### src/rtl/scope_trace_gen.sv
// Oscilloscope trace renderer: captures a triggered window of audio levels into a
// double-buffered RAM and draws it as a continuous waveform against the pixel scan.
module scope_trace_gen #(
    parameter int VIDEO_X_BITWIDTH = 12,
    parameter int VIDEO_Y_BITWIDTH = 11,
    parameter int DEPTH_BITS       = 8,
    parameter int AUTO_TIMEOUT     = 1024
) (
    input  logic                        I_clk_pixel,
    input  logic                        I_reset_n,
    input  logic [15:0]                 audio_in,
    input  logic                        audio_valid,
    input  logic [VIDEO_X_BITWIDTH-1:0] pixX,
    input  logic [VIDEO_Y_BITWIDTH-1:0] pixY,
    input  logic [VIDEO_X_BITWIDTH-1:0] screenWidth,
    input  logic [VIDEO_Y_BITWIDTH-1:0] screenHeight,
    output logic [15:0]                 sample,
    output logic                        capturing
);
    localparam int DEPTH = 1 << DEPTH_BITS;
    localparam int YW    = VIDEO_Y_BITWIDTH + 1;
    localparam int XW1   = VIDEO_X_BITWIDTH + 1;
    localparam logic [10:0]           TIMEOUT_LAST = 11'(AUTO_TIMEOUT - 1);
    localparam logic [DEPTH_BITS-1:0] LAST_IDX     = '1;
    localparam logic [15:0]           TRACE_RGB    = 16'hFFE0;
    localparam logic [15:0]           CENTRE_RGB   = 16'h0410;

    typedef enum logic [1:0] {ARMED, CAPTURE, DONE} state_t;

    state_t                state, state_nxt;
    logic                  disp_bank, frame_valid;
    logic [10:0]           timeout_cnt;
    logic                  prev_neg;
    logic [DEPTH_BITS-1:0] wr_idx;
    logic                  wr_en, trigger, swap, frame_start;
    logic [7:0]            mem [2*DEPTH];
    logic                  unused_low_bits;

    // The low audio byte is below the 8-bit display resolution.
    assign unused_low_bits = ^audio_in[7:0];
    assign frame_start     = (pixX == '0) && (pixY == '0);
    assign capturing       = (state == CAPTURE);

    // NOTE: every output of a combinational block gets a default first so no path leaves it unassigned (no latch).
    always_comb begin
        state_nxt = state;
        wr_en     = 1'b0;
        trigger   = 1'b0;
        swap      = 1'b0;
        unique case (state)
            ARMED: if (audio_valid && ((prev_neg && !audio_in[15]) || timeout_cnt == TIMEOUT_LAST)) begin
                trigger   = 1'b1;
                wr_en     = 1'b1;
                state_nxt = CAPTURE;
            end
            CAPTURE: if (audio_valid) begin
                wr_en = 1'b1;
                if (wr_idx == LAST_IDX) state_nxt = DONE;
            end
            DONE: if (frame_start) begin
                swap      = 1'b1;
                state_nxt = ARMED;
            end
            default: state_nxt = ARMED;
        endcase
    end

    always_ff @(posedge I_clk_pixel or negedge I_reset_n) begin
        if (!I_reset_n) begin
            state       <= ARMED;
            disp_bank   <= 1'b0;
            frame_valid <= 1'b0;
            timeout_cnt <= '0;
            prev_neg    <= 1'b0;
            wr_idx      <= '0;
        end else begin
            state <= state_nxt;
            if (audio_valid) prev_neg <= audio_in[15];
            // wr_idx wraps to zero after the last write, so ARMED always starts at index 0.
            if (wr_en) wr_idx <= wr_idx + 1'b1;
            if (swap) begin
                disp_bank   <= ~disp_bank;
                frame_valid <= 1'b1;
            end
            if (state != ARMED)
                timeout_cnt <= '0;
            else if (audio_valid && !trigger && timeout_cnt != TIMEOUT_LAST)
                timeout_cnt <= timeout_cnt + 1'b1;
        end
    end

    // Stage 1: geometry from the scan position, RAM read of the current column.
    logic [VIDEO_Y_BITWIDTH-1:0] y0;
    logic signed [YW-1:0]        dy;
    logic [DEPTH_BITS-1:0]       col;
    logic                        in_region;
    logic [7:0]                  rd_lvl, row_q;
    logic [DEPTH_BITS-1:0]       col_q;
    logic                        vis_q, first_q;

    assign y0        = (screenHeight - VIDEO_Y_BITWIDTH'(256)) >> 1;
    assign dy        = $signed({1'b0, pixY}) - $signed({1'b0, y0});
    assign col       = pixX[DEPTH_BITS+1:2];
    assign in_region = ({1'b0, pixX} < XW1'(4 * DEPTH)) && (pixX < screenWidth)
                       && !dy[YW-1] && (dy < YW'(256));

    // NOTE: the sample RAM has no reset; a bank is only shown after it has been completely written.
    always_ff @(posedge I_clk_pixel) begin
        if (wr_en) mem[{~disp_bank, wr_idx}] <= {~audio_in[15], audio_in[14:8]};
        rd_lvl <= mem[{disp_bank, col}];
    end

    always_ff @(posedge I_clk_pixel or negedge I_reset_n) begin
        if (!I_reset_n) begin
            vis_q   <= 1'b0;
            row_q   <= '0;
            col_q   <= '0;
            first_q <= 1'b0;
        end else begin
            vis_q   <= in_region && frame_valid;
            row_q   <= 8'd255 - dy[7:0];
            col_q   <= col;
            first_q <= (pixX == '0);
        end
    end

    // Stage 2: join the previous column's level to the current one and colour the pixel.
    logic [7:0]            prev_q, last_lvl, prev_lvl, lo, hi;
    logic [DEPTH_BITS-1:0] last_col;
    logic [15:0]           colour;

    always_comb begin
        prev_lvl = prev_q;
        if (first_q)                prev_lvl = rd_lvl;
        else if (col_q != last_col) prev_lvl = last_lvl;
        lo     = (prev_lvl < rd_lvl) ? prev_lvl : rd_lvl;
        hi     = (prev_lvl < rd_lvl) ? rd_lvl : prev_lvl;
        colour = 16'h0000;
        if (vis_q) begin
            if (row_q >= lo && row_q <= hi) colour = TRACE_RGB;
            else if (row_q == 8'd128)       colour = CENTRE_RGB;
        end
    end

    always_ff @(posedge I_clk_pixel or negedge I_reset_n) begin
        if (!I_reset_n) begin
            prev_q   <= '0;
            last_lvl <= '0;
            last_col <= '0;
            sample   <= '0;
        end else begin
            prev_q   <= prev_lvl;
            last_lvl <= rd_lvl;
            last_col <= col_q;
            sample   <= colour;
        end
    end
endmodule

### config.mk
export PLATFORM = sky130hd
export DESIGN_NAME = scope_trace_gen
export DESIGN_NICKNAME = d
export VERILOG_FILES = /design/src/rtl/scope_trace_gen.sv
export SDC_FILE = /design/constraint.sdc
export NUM_CORES = 2
export LEC_CHECK = 0
export ABC_AREA = 0
export CORE_ASPECT_RATIO = 0.8
export CORE_UTILIZATION = 63
export DETAILED_ROUTE_END_ITERATION = 12
export PLACE_DENSITY_LB_ADDON = 0.3
export SYNTH_ARGS = -nofsm -noshare
export SYNTH_HDL_FRONTEND = slang
export SYNTH_SLANG_ARGS = --single-unit
### constraint.sdc
create_clock -name I_clk_pixel -period 5.1 [get_ports I_clk_pixel]
set_clock_uncertainty 0.1 [all_clocks]
set_input_delay 1.02 -clock I_clk_pixel [delete_from_list [all_inputs] [get_ports I_clk_pixel]]
set_output_delay 1.02 -clock I_clk_pixel [all_outputs]
set_load 0.02 [all_outputs]
==> results_dict.tcl <==
set metrics [dict create \
    status "complete, but fails checks" \
    violations "capacitance limit, slew limit" \
    vias_per_cell 7.04 \
    cp_max_fo 8 \
    finalMaxSlewViolations 5 \
    finalCritPeriodShare_pct 94.4 \
    die_y_um 458 \
    relSlewSlack_pct -1.82 \
    drive_gt1_share_pct 27.7 \
    cts_root_buf "clkbuf_16" \
    yosysWarnings 0 \
    synthTopCellsByArea "edfxtp_1 75%, mux4_2 13%, mux2i_1 2.0%, nor2_1 1.4%, dfrtp_1 1.1%" \
    synth_ff_type "edfxtp_1" \
    clockBufferDepth 4 \
    cp_common_cell "a21o_1" \
    synth-simple-area-share_pct 2.76 \
    hold_viol 0 \
    required_ns 5.76 \
    regToRegSetupSlack_ns 0.29 \
    clock_latency_ns 0.92 \
    cp-start-kind "flip-flop" \
    netlist_instances 7829 \
    die_area_sq_mm 0.262 \
    ctsResizeCount 0 \
    grt_max_degree 202 \
    synthDistinctLibCells 86 \
    postRouteAntennaNets 0 \
    period_minus_slack_ns 4.81 \
    synth_top_family_by_area "multiplexers" \
    finalWeightedCongestion 0.923 \
    p_per_area_mw_per_mm2 383 \
    overflow 0 \
    startpoint "col_q[4]$_DFF_PN0_" \
    final_common_cell "edfxtp_1" \
    syn_area_sq_mm 0.164 \
    detailed_place_hpwl_um 275000 \
    grt.total_usage_pct 34.9 \
    core_area_sq_mm 0.257 \
    ys_ff_latch 4173 \
    antenna_found_initial 31 \
    crit_cells 21 \
    hp-class "in2async" \
    rr_endpoint "sample[10]$_DFF_PN0_" \
    rsz0062_at_grt "false" \
    fillers 14200 \
    crit-reg2reg-launch "col_q[4]$_DFF_PN0_" \
    ctsHtreeMaxLevel 5 \
    io_pins 82 \
    criticalPathCategory "reg2reg" \
    synthMuxAreaShare_pct 16.0 \
    cts_tree "done" \
    synth-adder-area-share_pct 0.394 \
    slowest_delay_ns 0.39 \
    fin_cells 12400 \
    cp_top_family "compound AO/OA/AOI/OAI gates" \
    vdd_drop_max_v 0.000316 \
    place_ws_ns 0.111 \
    nets 8793 \
    grt_pass1_wl_um 638000 \
    synth-edff-count 4096 \
    start_util_pct 63.7 \
    setup_violations 0 \
    vias 87500 \
    cts_buffers 380 \
    worst-path-buf-inv 0 \
    seq_area_frac_synth_pct 76.3 \
    yosysTopAreaCellShare_pct 75.2 \
    yosys.area.top_type "edfxtp_1" \
    worstMarginPinSlew_ns 1.52 \
    post_cts_buffers 0 \
    worstSetupEndpoint "sample[10]$_DFF_PN0_" \
    p_leak_nw 60.5 \
    postSynthAreaPerCell_sq_um 20.9 \
    synth_compound_area_share_pct 2.45 \
    fp.dieW_um 572 \
    placed_cells 11700 \
    hold_buffers 0 \
    grt_pass1_vias 86500 \
    critical_path.slowest_cell "dfrtp_1" \
    drt_iter0_markers 14600 \
    placementRows 166 \
    io_buffers 68 \
    endpoint_kind "flip-flop" \
    synth_xor_area_share_pct 0.166 \
    syn2layout_area_growth_pct 13.5 \
    wire_per_inst_um 36.3 \
    ys_async_sr_fraction_pct 1.65 \
    route.detailed.drc 0 \
    utilization_pct 72.2 \
    path_clk_slew_ns 0.06 \
    worstPathArrival_ns 5.47 \
    cts.sinks 4173 \
    setup_tns_ns 0 \
    cp_cell_sequence "xor2_1 > nor4_1 > nand2_2 > mux2i_1 > o21ai_0 > ha_1 > a21o_1 > a21oi_1 > o21ai_2 > a21oi_4 > mux2_1 > ha_1 > nand2b_1 > a21o_1 > a21o_1 > a21o_1 > a21o_1 > a21oi_1 > o21ai_0 > and3_1 > nand2b_1" \
    maxCapViolCount 1 \
    final_cell_mix "4096 x edfxtp_1, 963 x mux4_2, 785 x buf_4, 604 x nor2_1, 392 x clkbuf_16" \
    dr.pass1.iters 8 \
    finalWorstSetupSlack_ns 0.288 \
    drt-total-wl_um 452000 \
    max_freq_mhz 208 \
    r2r_cells 21 \
]
-- power by group --
part,internal (mW),switching (mW),leakage [nW]
sequential,37.8,0.130,37.7
clock,15.5,12.4,5.82
combinational,1.72,3.52,16.9
total,55.1,16.0,60.5
-- cells by family (layout without fill, tap and decap cells) --
logic type | Yosys count | in the layout
mux | 1370 | 1370
compound gates | 596 | 596
flops | 4173 | 4173
other cells | 1 | 17
simple gates | 1080 | 1080
xor+xnor | 31 | 31
fa+ha+maj | 51 | 51
buf+inv | 527 | 1669
-- worst min path at each step --
stage                       startpoint  depth (start not counted)                    end
floorplan            rd_lvl[0]$_DFF_P_                          0  last_lvl[0]$_DFF_PN0_
global placement    col_q[5]$_DFF_PN0_                          0  last_col[5]$_DFF_PN0_
detailed placement  col_q[0]$_DFF_PN0_                          0  last_col[0]$_DFF_PN0_
CTS                          I_reset_n                          1     col_q[5]$_DFF_PN0_
global route                 I_reset_n                          1     row_q[1]$_DFF_PN0_
finish                       I_reset_n                          1     row_q[1]$_DFF_PN0_
-- cell usage after synthesis, types with 20 or more instances --
cell and count:
nor2_1 610, nand3_1 46, ha_1 50, dfrtp_1 69, nand2_1 269, mux4_1 23, buf_1 24, o22ai_1 116
a21oi_1 108, a211oi_1 26, nor3_1 37, mux2_2 53, buf_2 122, nor4_1 20, a221oi_1 28, mux2i_1 329
o21ai_0 95, a22oi_1 61, buf_4 73, mux4_2 963, buf_6 59, o221ai_1 20, inv_1 45, clkbuf_1 181
edfxtp_1 4096
-- layout make-up --
type / count / area (sq um) / area share (%)
clock buffers: 491 / 10300 / 5.54
clock inverters: 188 / 1660 / 0.896
flip-flops and latches: 4173 / 125000 / 67.2
repair buffers: 942 / 8430 / 4.54
inverters: 48 / 200 / 0.108
diodes: 13 / 32.5 / 0.0175
multi-input cells: 3132 / 35900 / 19.3
well taps: 3444 / 4310 / 2.32
-- metal layers --
metal  global-route usage (%)  up-vias  wire length [um]
li1                         -    34100                 -
met1                     48.3    44800            155000
met2                     50.9     7428            202000
met3                     12.5     1220             72000
met4                     14.8       28             23200
met5                        0        -               184
-- state kept, by name, indices dropped and copies added, names as in the netlist --
name / count
prev_neg: 1
first_q: 1
row_q: 8
disp_bank: 1
last_col: 8
wr_idx: 8
timeout_cnt: 11
prev_q: 8
col_q: 8
last_lvl: 8
mem: 4096
vis_q: 1
frame_valid: 1
rd_lvl: 8
state: 2
sample: 3
-- through the flow --
| stage | hold slack, ns | cell area, sq um | total power, mW |
|---|---|---|---|
| after floorplan | 0.255 | 164000 | 41.1 |
| after global placement | 0.278 | 174000 | 43.6 |
| after detailed placement | 0.284 | 174000 | 43.7 |
| after CTS | 0.180 | 186000 | 71.0 |
| after global routing | 0.256 | 186000 | 72.5 |
| final | 0.185 | 186000 | 71.1 |
No activity file was read; power rests on OpenSTA's default activity.
